<file path="src/rtl/frame_burst_buffer_pkg.sv">
// Shared types and helpers for the frame burst buffer and the frame-reversal counters.
// Holds the burst FSM state type and a wrap-around increment for non power-of-two ranges.
package frame_burst_buffer_pkg;

   typedef enum logic {
      IDLE  = 1'b0,
      BURST = 1'b1
   } state_t;

   // limit is the highest legal value; the result returns to 0 after it
   function automatic int unsigned wrap_inc(input int unsigned ptr, input int unsigned limit);
      return (ptr >= limit) ? 0 : ptr + 1;
   endfunction

endpackage

</file>
<file path="src/rtl/frame_burst_buffer_if.sv">
// Sample-side and burst-side signals of the frame burst buffer.
// slave is the buffer's view, master is the view of whatever drives and observes it.
interface frame_burst_buffer_if #(
   parameter int BITS = 8
);
   logic            s_valid;
   logic            s_ready;
   logic [BITS-1:0] s_data;
   logic            abort;
   logic            m_valid;
   logic [BITS-1:0] m_data;
   logic            m_last;

   modport master (
      output s_valid, s_data, abort,
      input  s_ready, m_valid, m_data, m_last
   );

   modport slave (
      input  s_valid, s_data, abort,
      output s_ready, m_valid, m_data, m_last
   );
endinterface

</file>
<file path="src/rtl/sdp_ram.sv">
// Simple dual-port RAM: one write port, one registered read port.
// Storage carries no reset; only the read register clears so the burst output starts at 0.
module sdp_ram #(
   parameter int BITS  = 8,
   parameter int DEPTH = 20
) (
   input  logic                     clk,
   input  logic                     rst_n,
   input  logic                     we,
   input  logic [$clog2(DEPTH)-1:0] waddr,
   input  logic [BITS-1:0]          wdata,
   input  logic                     re,
   input  logic [$clog2(DEPTH)-1:0] raddr,
   output logic [BITS-1:0]          rdata
);

   logic [BITS-1:0] mem [DEPTH];

   always_ff @(posedge clk) begin
      if (we) mem[waddr] <= wdata;
   end

   // rdata holds between reads so the burst output keeps its last sample while idle
   always_ff @(posedge clk or negedge rst_n) begin
      if (!rst_n)  rdata <= '0;
      else if (re) rdata <= mem[raddr];
   end

endmodule

</file>
<file path="src/rtl/frame_burst_buffer.sv">
// Circular frame buffer: absorbs a gappy, back-pressured sample stream and replays each
// complete N-sample frame as one unbroken burst with a last-beat marker.
module frame_burst_buffer
   import frame_burst_buffer_pkg::*;
#(
   parameter int BITS   = 8,
   parameter int N      = 10,
   parameter int FRAMES = 2
) (
   input  logic                           clk,
   input  logic                           rst_n,
   frame_burst_buffer_if.slave            bus,
   output logic [$clog2(FRAMES+1)-1:0]    frames_stored
);

   localparam int          DEPTH     = N * FRAMES;
   localparam int          PTR_W     = $clog2(DEPTH);
   localparam int          OCC_W     = $clog2(DEPTH + 1);
   localparam int          IDX_W     = $clog2(N);
   localparam int          FS_W      = $clog2(FRAMES + 1);
   localparam int unsigned LAST_SLOT = DEPTH - 1;

   logic [PTR_W-1:0] wr_ptr, frm_ptr, rd_ptr, wr_ptr_inc;
   logic [IDX_W-1:0] wr_idx, rd_idx;
   logic [OCC_W-1:0] occupancy, occ_nxt;
   logic [BITS-1:0]  rd_data;
   state_t           state, state_nxt;
   logic             wr_acc, frame_done, last_beat, issue, burst_end;

   assign bus.s_ready = (occupancy < OCC_W'(DEPTH));
   assign wr_acc      = bus.s_valid && bus.s_ready && !bus.abort;
   assign frame_done  = wr_acc && (wr_idx == IDX_W'(N - 1));
   assign last_beat   = (rd_idx == IDX_W'(N - 1));
   assign wr_ptr_inc  = PTR_W'(wrap_inc(32'(wr_ptr), LAST_SLOT));
   assign bus.m_data  = rd_data;

   // A frame completing on the same edge as a burst end keeps the burst going gap-free
   always_comb begin
      state_nxt = state;
      issue     = 1'b0;
      burst_end = 1'b0;
      case (state)
         IDLE: begin
            if (frames_stored != '0) begin
               issue     = 1'b1;
               state_nxt = BURST;
            end
         end
         BURST: begin
            issue = 1'b1;
            if (last_beat) begin
               burst_end = 1'b1;
               state_nxt = (frames_stored > FS_W'(1) || frame_done) ? BURST : IDLE;
            end
         end
         default: state_nxt = IDLE;
      endcase
   end

   always_comb begin
      occ_nxt = occupancy + OCC_W'(wr_acc) - OCC_W'(issue);
      if (bus.abort) occ_nxt = occ_nxt - OCC_W'(wr_idx);
   end

   always_ff @(posedge clk or negedge rst_n) begin
      if (!rst_n) state <= IDLE;
      else        state <= state_nxt;
   end

   // Write side: frm_ptr remembers where the partial frame began so abort can rewind to it
   always_ff @(posedge clk or negedge rst_n) begin
      if (!rst_n) begin
         wr_ptr        <= '0;
         frm_ptr       <= '0;
         wr_idx        <= '0;
         occupancy     <= '0;
         frames_stored <= '0;
      end else begin
         occupancy     <= occ_nxt;
         frames_stored <= frames_stored + FS_W'(frame_done) - FS_W'(burst_end);
         if (bus.abort) begin
            wr_ptr <= frm_ptr;
            wr_idx <= '0;
         end else if (wr_acc) begin
            wr_ptr <= wr_ptr_inc;
            if (frame_done) begin
               wr_idx  <= '0;
               frm_ptr <= wr_ptr_inc;
            end else begin
               wr_idx <= wr_idx + IDX_W'(1);
            end
         end
      end
   end

   always_ff @(posedge clk or negedge rst_n) begin
      if (!rst_n) begin
         rd_ptr      <= '0;
         rd_idx      <= '0;
         bus.m_valid <= 1'b0;
         bus.m_last  <= 1'b0;
      end else begin
         bus.m_valid <= issue;
         bus.m_last  <= issue && last_beat;
         if (issue) begin
            rd_ptr <= PTR_W'(wrap_inc(32'(rd_ptr), LAST_SLOT));
            rd_idx <= last_beat ? '0 : rd_idx + IDX_W'(1);
         end
      end
   end

   sdp_ram #(
      .BITS  (BITS),
      .DEPTH (DEPTH)
   ) u_ram (
      .clk   (clk),
      .rst_n (rst_n),
      .we    (wr_acc),
      .waddr (wr_ptr),
      .wdata (bus.s_data),
      .re    (issue),
      .raddr (rd_ptr),
      .rdata (rd_data)
   );

endmodule
</file>
<file path="src/flat_wrapper.sv">
// flat-port wrapper written by rule: the top's interface ports become plain ports
module frame_burst_buffer_flat import frame_burst_buffer_pkg::*;
#(
   parameter int BITS   = 8,
   parameter int N      = 10,
   parameter int FRAMES = 2
)
  (clk, rst_n, frames_stored, bus_s_valid, bus_s_data, bus_abort, bus_s_ready, bus_m_valid, bus_m_data, bus_m_last);
  frame_burst_buffer_if #(.BITS(BITS)) bus_i ();
  input  logic clk;
  input  logic rst_n;
  output logic [$clog2(FRAMES+1)-1:0] frames_stored;
  input wire logic [$bits(bus_i.s_valid)-1:0] bus_s_valid;
  input wire logic [$bits(bus_i.s_data)-1:0] bus_s_data;
  input wire logic [$bits(bus_i.abort)-1:0] bus_abort;
  output wire logic [$bits(bus_i.s_ready)-1:0] bus_s_ready;
  output wire logic [$bits(bus_i.m_valid)-1:0] bus_m_valid;
  output wire logic [$bits(bus_i.m_data)-1:0] bus_m_data;
  output wire logic [$bits(bus_i.m_last)-1:0] bus_m_last;
  assign bus_i.s_valid = bus_s_valid;
  assign bus_i.s_data = bus_s_data;
  assign bus_i.abort = bus_abort;
  assign bus_s_ready = bus_i.s_ready;
  assign bus_m_valid = bus_i.m_valid;
  assign bus_m_data = bus_i.m_data;
  assign bus_m_last = bus_i.m_last;
  frame_burst_buffer #(.BITS(BITS), .N(N), .FRAMES(FRAMES)) u_core (.clk(clk), .rst_n(rst_n), .bus(bus_i), .frames_stored(frames_stored));
endmodule
</file>
<file path="config.mk">
export PLATFORM = sky130hd
export DESIGN_NAME = frame_burst_buffer_flat
export DESIGN_NICKNAME = d
export VERILOG_FILES = /design/src/rtl/frame_burst_buffer_pkg.sv /design/src/rtl/frame_burst_buffer_if.sv /design/src/rtl/sdp_ram.sv /design/src/rtl/frame_burst_buffer.sv /design/src/flat_wrapper.sv
export SDC_FILE = /design/constraint.sdc
export NUM_CORES = 1
export LEC_CHECK = 0
export BUFFER_PORTS_ARGS = -buffer_cell sky130_fd_sc_hd__buf_2
export CORE_MARGIN = 2
export CORE_UTILIZATION = 30
export DETAILED_ROUTE_END_ITERATION = 16
export GPL_TIMING_DRIVEN = 0
export HOLD_SLACK_MARGIN = 0.03
export PLACE_DENSITY = 0.5
export SETUP_SLACK_MARGIN = 0.1
export SLEW_MARGIN = 20
export SYNTH_ARGS = -nofsm -noshare
export SYNTH_HDL_FRONTEND = slang
export SYNTH_HIERARCHICAL = 1
export SYNTH_SLANG_ARGS = --single-unit
</file>
<file path="constraint.sdc">
create_clock -name clk -period 3.4 [get_ports clk]
set_input_delay 1.02 -clock clk [delete_from_list [all_inputs] [get_ports clk]]
set_output_delay 1.02 -clock clk [all_outputs]
set_load 0.02 [all_outputs]
</file>
; ---- After elaboration in Yosys (flattened, before gate mapping)
; Memories as Yosys holds them, arrays and structs flattened. A register that Yosys moved wholly into a read port is not among the register bits.
; Index checks and enable logic that the tools add are counted.
[word_totals]
word_cells = 56
ff_bits = 33
mem_count = 1
ram_bits = 160
out_inout_bits = 13
input_bits = 12
[op_classes]
n_reduce_logical = 10
n_mux = 18
n_addsub = 9
order_cmp = 4
n_bitwise = 2
n_eq_ne = 2
[mem_list]
columns = memory, depth, width, rd, rd_clocked_by_memory_dff, write_ports, line_no
row1 = u_core.u_ram.mem, 20, 8, 1, 1, 1, sdp_ram.sv:17  ; logic [BITS-1:0] mem [DEPTH];
[ops]
columns = cell, count
row1 = two-way mux 5 bit, 5
row2 = two-way mux 4 bit, 4
row3 = adder 5 x 1 -> 5 bit (second input constant), 2
row4 = greater-or-equal comparator 5 bit (second input constant), 2
row5 = adder 4 x 1 -> 4 bit (second input constant), 2
row6 = == test 4 bit (second input constant), 2
row7 = two-way mux 1 bit, 7
row8 = adder 5 x 1 -> 5 bit, 1
row9 = less-than comparator 5 bit (second input constant), 1
row10 = subtractor 5 x 1 -> 5 bit, 1
row11 = subtractor 5 x 4 -> 5 bit, 1
row12 = logical AND 1 bit, 4
row13 = one-hot mux 1 bit (2 select lines), 2
row14 = nonzero test 2 bit, 2
row15 = AND reduction 3 bit, 1
row16 = adder 2 x 1 -> 2 bit, 1
row17 = greater-than comparator 2 x 1 -> 1 bit (second input constant), 1
row18 = zero test 1 bit, 2
row19 = NOT 1 bit, 2
row20 = subtractor 2 x 1 -> 2 bit, 1
row21 = logical OR 1 bit, 1

; ---- Logic depth before layout (Yosys ltp)
; Gate-level depths: netlist of run 1.
[depth]
depth_word = 8
ltp_mapped = 17

; ---- Modules after synthesis
; The synthesis of run 1 kept the hierarchy.
[by_module_without_submodules]
columns = module, instances, seq_area_each_um2, cells_each, area_each_um2
row1 = sdp_ram, 1, 5004.8, 351, 6667.6
row2 = frame_burst_buffer, 1, 825.8, 193, 1938.1

; ---- Least setup slack after synthesis of run 1
; Ideal clock, no wire load.
[synth_timing]
path_type = input -> register
from = in bus_s_valid
to = reg u_core.occupancy[4]
required_ps = 3276
stages = 13
path_slack_ps = -114
setup_time_ps = 124
t_arrival_ps = 3390
cell_sequence = nand2_4 -> nor2_1 -> inv_1 -> ha_1 -> inv_1 -> ha_1 -> inv_1 -> fa_1 -> fa_1 -> nand3b_1 -> and4b_1 -> xor2_1 -> xnor2_1
[synth_via]
elab_chain_cells = 6
[synth_lines]
columns = element, line_no
row1 = from (decl), flat_wrapper.sv:13  ; input wire logic [$bits(bus_i.s_valid)-1:0] bus_s_valid;
row2 = logical AND 1 bit * (2 in a row), frame_burst_buffer.sv:31  ; assign wr_acc = bus.s_valid && bus.s_ready && !bus.abort;
row3 = via u_core.wr_acc, frame_burst_buffer.sv:28  ; logic wr_acc, frame_done, last_beat, issue, burst_end;
row4 = adder 5 x 1 -> 5 bit *, frame_burst_buffer.sv:61  ; occ_nxt = occupancy + OCC_W'(wr_acc) - OCC_W'(issue);
row5 = subtractor 5 x 1 -> 5 bit *, frame_burst_buffer.sv:61
row6 = subtractor 5 x 4 -> 5 bit, frame_burst_buffer.sv:62  ; if (bus.abort) occ_nxt = occ_nxt - OCC_W'(wr_idx);
row7 = two-way mux 5 bit *, frame_burst_buffer.sv:62
row8 = via u_core.occ_nxt[4], frame_burst_buffer.sv:25  ; logic [OCC_W-1:0] occupancy, occ_nxt;
row9 = to (signal assigned), frame_burst_buffer.sv:79  ; occupancy <= occ_nxt;
row10 = to (decl), frame_burst_buffer.sv:25
; Mark *: on every way through the listed nets, which the timed path passes. The rest lies on a longest branch.
; A chain may end at the register's enable or synchronous reset.

; ---- Final worst setup path of run 1
[layout_timing]
from = reg u_core.occupancy[3]
to = reg u_core.occupancy[4]
[layout_via]
elab_chain_cells = 7
[layout_lines]
columns = element, line_no
row1 = less-than comparator 5 bit, frame_burst_buffer.sv:30  ; assign bus.s_ready = (occupancy < OCC_W'(DEPTH));
row2 = logical AND 1 bit (2 in a row), frame_burst_buffer.sv:31
row3 = adder 5 x 1 -> 5 bit *, frame_burst_buffer.sv:61
row4 = subtractor 5 x 1 -> 5 bit *, frame_burst_buffer.sv:61
row5 = subtractor 5 x 4 -> 5 bit, frame_burst_buffer.sv:62
row6 = two-way mux 5 bit *, frame_burst_buffer.sv:62
row7 = via u_core.occ_nxt[4], frame_burst_buffer.sv:25
; Marks and branches as above.

==> flow_summary.json, run 1 <==
{
  "core_area_mm2": 0.02847,
  "worst_slew_pin_slew_ns": 0.9810,
  "p_switching_w": 0.002746,
  "finalSetupViolations": 0,
  "p_clk_share_pct": 28.0,
  "synth_fa_ha_area_share_pct": 2.937,
  "num_vias": 4778,
  "cp-end-kind": "flop",
  "synth_cells": 544,
  "track_usage_pct": 12.51,
  "yosysWarnings": 6,
  "ys_ff_latch": 201,
  "gp_congestion": 0.7938,
  "synth.area.mux_share_pct": 12.88,
  "peakVddDrop_uv": 587.5,
  "slowest_delay_ns": 0.38,
  "h-tree-depth": 1,
  "io_pins": 25,
  "clk-insertion-delay-late_ns": 0.51,
  "status": "complete, no violations",
  "period_needed_ns": 3.226,
  "vias_per_cell": 4.731,
  "ctsHoldBuffers": 0,
  "dp_hpwl_mm": 12.20,
  "synth_compound_area_share_pct": 5.031,
  "rows": 62,
  "synth_area_leaders": "edfxtp_1 (56%), dfrtp_1 (12%), mux4_1 (5.8%)",
  "clock_sinks": 201,
  "wire_per_inst_um": 18.59,
  "n_antenna_cell": 0,
  "antenna_found_initial": 0,
  "async_flop_share_pct": 20.40,
  "cp_slowest_cell": "dfrtp_1",
  "place_area_mm2": 0.009216,
  "finalHoldViolCount": 0,
  "clock_path_buffers": 3,
  "avgSynthCellArea_um2": 15.82,
  "cts_tree": "done",
  "drive_above_1_share_pct": 21.57,
  "rsz0062_at_grt": "no",
  "seq_power_share_pct": 36.1,
  "final-max-slew-violation-count": 0,
  "syn_nets": 575,
  "finalCritPeriodShare_pct": 94.88,
  "p_int_w": 0.005767,
  "synth_top_family_by_area": "multiplexers",
  "nets": 641,
  "critPathBufInv": 12,
  "yosysTopAreaCellShare_pct": 55.83,
  "die_y_um": 173.4,
  "switching_share_pct": 32.26,
  "areaGrowthSynthToFinish_pct": 18.44,
  "floorplan.initialDensity_pct": 30.23,
  "synth_xor_area_share_pct": 1.120,
  "grt_pass1_vias": 4997,
  "critical_path_class": "reg2reg",
  "finalWorstSetupSlack_ns": 0.1740,
  "power_density_mw_per_mm2": 835.3,
  "grt_overflow_total": 0,
  "antenna_left": 0,
  "synth.distinct_cells": 56,
  "syn_area_mm2": 0.008606,
  "grt_pass1_wl_mm": 29.05,
  "synth-simple-area-share_pct": 7.589,
  "final_cell_area_mm2": 0.01019,
  "utilization_pct": 35.80,
  "holdCritPathClass": "reg2reg",
  "start_kind": "flop",
  "cellLeakagePower_nw": 3.686,
  "place_ws_ns": -0.4133,
  "clockRootBuffer": "clkbuf_16",
  "tns_ns": 0,
  "cts.clk_slew.worst_paths_ns": 0.06,
  "die_w_um": 173.4,
  "numCtsBuffers": 22,
  "worstPathMaxFanout": 4,
  "routed_wl_mm": 18.77,
  "grt_start_max_net_pins": 42,
  "worstPathCellList": "inv_2, buf_4, buf_4, buf_4, buf_4, buf_4, buf_4, buf_4, buf_4, buf_4, buf_4, buf_4, ha_4, xnor2_1, ha_1, nand3b_1, and4b_1, xor2_1, xnor2_1",
  "clock.fmax_mhz": 310.0,
  "combPwrFrac_pct": 35.9,
  "dr.pass1.iters": 4,
  "io_buffers": 24,
  "dieArea_mm2": 0.03006,
  "holdWs_ns": 0.4795,
  "path_delay_family": "buffers and inverters",
  "ys_seq_area_share_pct": 67.75,
  "relSlewSlack_pct": 34.60,
  "first_iter_violations": 265,
  "drc": 0,
  "clock_skew_ns": 0.01845,
  "crit_required_ns": 3.82,
  "worst_path_most_repeated_cell": "buf_4",
  "maxCapViolCount": 0,
  "synth_ff_type": "edfxtp_1",
  "yosys.area.top_type": "edfxtp_1",
  "synth_edf_count": 160,
  "cp_data_arrival_time_ns": 3.64
}
[power by group through the flow]
stage / clock network [W] / logic [W] / registers (W)
floorplan: 0 / 0.00190 / 0.00312
global placement: 0 / 0.00262 / 0.00309
detailed placement: 0 / 0.00268 / 0.00310
CTS: 0.00244 / 0.00288 / 0.00307
global route: 0.00255 / 0.00333 / 0.00311
finish: 0.00238 / 0.00306 / 0.00308
[worst paths after layout]
check                                         start  cells past startpoint                  end  slack [ns]
worst min register to register    u_core/frm_ptr[2]                      2    u_core/frm_ptr[2]        0.48
min in group asynchronous                     rst_n                      1  u_core/occupancy[4]        0.68
worst max register to register  u_core/occupancy[3]                     19  u_core/occupancy[4]        0.17
max in group asynchronous                     rst_n                      1   u_core/bus.m_valid        2.10
worst max-delay path            u_core/occupancy[3]                     19  u_core/occupancy[4]        0.17
worst min-delay path              u_core/frm_ptr[2]                      2    u_core/frm_ptr[2]        0.48
[final cells by class]
class                   instances  area, um^2
fillers                      2726       18280
flip-flops and latches        201        5831
multi-input cells             299        2659
clock buffers                  24       558.0
well taps                     384       480.5
repair buffers                 42       259.0
clock inverters                16       171.4
plain buffers                  23       152.6
inverters                      21       81.33
[cell usage after synthesis, drive strengths merged, types with 2 or more instances]
library cell,count
mux4,24
clkbuf,9
fa,2
nor3b,4
mux2i,35
nand4b,2
nand3,14
dfrtp,41
or3,4
ha,17
nand3b,4
a41oi,9
or3b,2
and4b,2
nor3,5
edfxtp,160
nand2,45
and2,2
inv,21
mux2,13
nor2b,7
o21ai,9
a21o,3
a31oi,4
xor2,2
a21oi,24
nor2,36
buf,14
a22oi,8
xnor2,9
[state kept, by name, indices dropped and copies added, names as in the netlist]
register	count
u_core/u_ram/mem	160
u_core/u_ram/rdata	8
u_core/frm_ptr	5
u_core/occupancy	5
u_core/rd_ptr	5
u_core/wr_ptr	5
u_core/rd_idx	4
u_core/wr_idx	4
u_core/frames_stored	2
u_core/bus.m_last	1
u_core/bus.m_valid	1
u_core/state	1
[kinds of logic (layout without fill, tap and decap cells)]
group                    after synthesis  count (layout)
buffers and inverters                 44             126
flip-flops                           201             201
XOR/XNOR                              11              11
AND/OR/NAND/NOR                      132             132
multiplexers                          72              72
adder cells (fa/ha/maj)               19              19
AO/OA/AOI/OAI                         65              65
[per-layer routing]
layer	vias to the layer above	share of wire, %	global-route usage, %
met5	-	0	0
met3	29	3.0	1.974
met1	2435	46	16.29
met4	0	2.3	3.319
met2	89	49	21.75
li1	2225	-	-
[layout by cell type (no fill, tap or decap), types with 15 or more instances in the layout]
cell / n
buf_2: 27
a21oi_1: 22
buf_4: 17
inv_1: 15
nor2_1: 35
mux4_1: 19
nand2_1: 44
dfrtp_1: 41
clkbuf_16: 22
mux2i_1: 35
edfxtp_1: 160
[worst min-delay path, stage by stage, from the launching register on]
cell     delay (ns)
dfrtp_1        0.34
nand2_1        0.05
o31ai_1        0.05
[metrics by stage]
stage / power, W / cells
final: 0.008513 / 1010
after CTS: 0.008396 / 1007
after detailed placement: 0.005780 / 952
after global routing: 0.008983 / 1010
after floorplan: 0.005024 / 544
after global placement: 0.005705 / 952
[repair_timing]
item | CTS | global route
pin swaps | 9 | 10
setup buffers | 15 | 3
cloned | 0 | 0
endpoints found under the setup margin | 2 | 2
gates resized for setup | 11 | 12
Note: power is estimated with default switching activity, not from simulation.
==> run 2, diff against run 1 <==
BUFFER_PORTS_ARGS = unset   (was -buffer_cell sky130_fd_sc_hd__buf_2)
DONT_BUFFER_PORTS = 1   (was unset)
PLACE_DENSITY = 0.49   (was 0.5)
==> run 2 against run 1 <==
  * Die area unchanged
  * Utilization decreased by 0.75 points
  * Via count decreased by 2.1%
  * Sequential power increased by 3%
  * Critical path type unchanged
  * Critical endpoint unchanged
  * Largest power group unchanged
==> flow_summary.json, run 2 (synthesis gave the netlist of run 1 again) <==
{
  "status": "complete, no violations",
  "worst_slew_pin_slew_ns": 0.8733,
  "floorplan.initialDensity_pct": 30.23,
  "track_usage_pct": 12.45,
  "io_buffers": 0,
  "p_int_w": 0.005539,
  "grt_pass1_wl_mm": 28.68,
  "final_cell_mix": "edfxtp_1 (160), nand2_1 (44), dfrtp_1 (41), mux2i_1 (35), nor2_1 (35)",
  "worstPathCellList": "ha_2, a21oi_4, nand2_4, nor2_4, inv_2, ha_4, inv_2, ha_4, inv_2, fa_2, fa_2, nand3b_1, and4b_1, xor2_1, xnor2_1",
  "clk-insertion-delay-late_ns": 0.52,
  "num-fill-cells": 2744,
  "dr.pass1.iters": 4,
  "grt_overflow_total": 0,
  "die_y_um": 173.4,
  "cts.clk_slew.worst_paths_ns": 0.06,
  "reg.largest.list": "u_core/u_ram/mem x160, u_core/u_ram/rdata x8",
  "finalSetupViolations": 0,
  "place_ws_ns": -0.2511,
  "gp_congestion": 0.7850,
  "finalCritPeriodShare_pct": 96.90,
  "power_density_mw_per_mm2": 821.8,
  "dp_hpwl_mm": 12.56,
  "clock_skew_ns": 0.01993,
  "antenna_left": 0,
  "core_area_mm2": 0.02847,
  "p_switching_w": 0.002662,
  "dieArea_mm2": 0.03006,
  "clock.fmax_mhz": 303.5,
  "rr_worst_depth": 15,
  "num_vias": 4677,
  "rows": 62,
  "maxCapViolCount": 0,
  "clock_sinks": 201,
  "vias_per_cell": 4.777,
  "seq_power_share_pct": 38.7,
  "r2r_end": "u_core/occupancy[4]",
  "relSlewSlack_pct": 41.56,
  "critical_path_class": "reg2reg",
  "grt_pass1_vias": 4856,
  "numCtsBuffers": 24,
  "finalHoldViolCount": 0,
  "largest_reg_flops": 160,
  "drc": 0,
  "h-tree-depth": 1,
  "cts_tree": "done",
  "tns_ns": 0,
  "drive_above_1_share_pct": 16.97,
  "start_kind": "flop",
  "routed_wl_mm": 18.71,
  "cellLeakagePower_nw": 3.561,
  "die_w_um": 173.4,
  "critPathBufInv": 3,
  "grt_start_max_net_pins": 42,
  "peakVddDrop_uv": 640.7,
  "clockRootBuffer": "clkbuf_16",
  "finalWorstSetupSlack_ns": 0.1053,
  "worstPathMaxFanout": 6,
  "n_antenna_cell": 0,
  "combPwrFrac_pct": 32.8,
  "r2r_slack_ns": 0.11,
  "cp-end-kind": "flop",
  "clock_path_buffers": 3,
  "final-max-slew-violation-count": 0,
  "layout_commonest_cell": "edfxtp_1",
  "areaGrowthSynthToFinish_pct": 15.96,
  "holdCritPathClass": "in2async",
  "worst_path_most_repeated_cell": "inv_2",
  "switching_share_pct": 32.46,
  "p_clk_share_pct": 28.6,
  "r2r_start": "u_core/occupancy[4]",
  "slowest_delay_ns": 0.46,
  "wire_per_inst_um": 19.11,
  "cp_slowest_cell": "fa_2",
  "nets": 609,
  "ctsHoldBuffers": 0,
  "path_delay_family": "adder cells",
  "first_iter_violations": 221,
  "io_pins": 25,
  "crit_required_ns": 3.79,
  "antenna_found_initial": 0,
  "top_register": "u_core/u_ram/mem",
  "cp_data_arrival_time_ns": 3.68,
  "period_needed_ns": 3.295,
  "rsz0062_at_grt": "yes"
}
==> run 2: stage by stage <==
| stage | total power (W) | cells | cell area, um^2 | hold WS, ns | utilization, % |
|---|---|---|---|---|---|
| 3_3_place_gp | 0.005612 | 928 | 9096 | 0.4612 | 31.95 |
| 6_report | 0.008201 | 979 | 9980 | 0.2014 | 35.05 |
| 5_1_grt | 0.008659 | 979 | 9980 | 0.1820 | 35.05 |
| 4_1_cts | 0.008254 | 975 | 9946 | 0.1819 | 34.93 |
| 2_1_floorplan | 0.005024 | 544 | 8616 | 0.4462 | - |
| 3_5_place_dp | 0.005686 | 928 | 9096 | 0.4724 | 31.95 |
==> run 2: cell type report <==
class / count / area (um^2) / area share (%)
Timing Repair Buffer: 8 / 60.06 / 0.6018
Inverter: 21 / 78.83 / 0.7899
Multi-Input combinational cell: 299 / 2648 / 26.53
Sequential cell: 201 / 5831 / 58.43
Clock inverter: 15 / 113.9 / 1.141
Clock buffer: 28 / 615.6 / 6.169
Buffer: 23 / 152.6 / 1.530
Tap cell: 384 / 480.5 / 4.814
==> run 2: worst max-delay path by stage <==
stage	startpoint	endpoint	slack, ns	cells after the start
after detailed placement	u_core/occupancy[3]	u_core/occupancy[4]	-0.25	17
final	u_core/occupancy[4]	u_core/occupancy[4]	0.11	15
after global placement	u_core/occupancy[3]	u_core/occupancy[3]	-0.22	17
after global routing	u_core/occupancy[3]	u_core/occupancy[3]	-0.05	18
after floorplan	bus_s_valid	u_core/occupancy[4]	0.06	13
after CTS	u_core/occupancy[4]	u_core/occupancy[4]	0.07	15
==> run 2: per-layer routing <==
layer  GRT usage (%)  share of wire, %  vias up
li1                -                 -     2161
met1           15.39                43     2393
met2           21.75                50       80
met3           2.588               4.1       43
met4           4.096               3.4        0
met5               0                 0        -
==> run 2: timing repair <==
action	in CTS	in global routing
resized for setup	19	1
setup endpoints to repair	3	3
buffers inserted	4	4
pin swaps	11	10
==> run 2: power groups by stage <==
| stage | logic [W] | clock network (W) | registers (W) |
|---|---|---|---|
| final | 0.00269 | 0.00234 | 0.00317 |
| after global routing | 0.00296 | 0.00250 | 0.00320 |
| after CTS | 0.00268 | 0.00240 | 0.00317 |
| after detailed placement | 0.00248 | 0 | 0.00321 |
| after global placement | 0.00241 | 0 | 0.00320 |
| after floorplan | 0.00190 | 0 | 0.00312 |
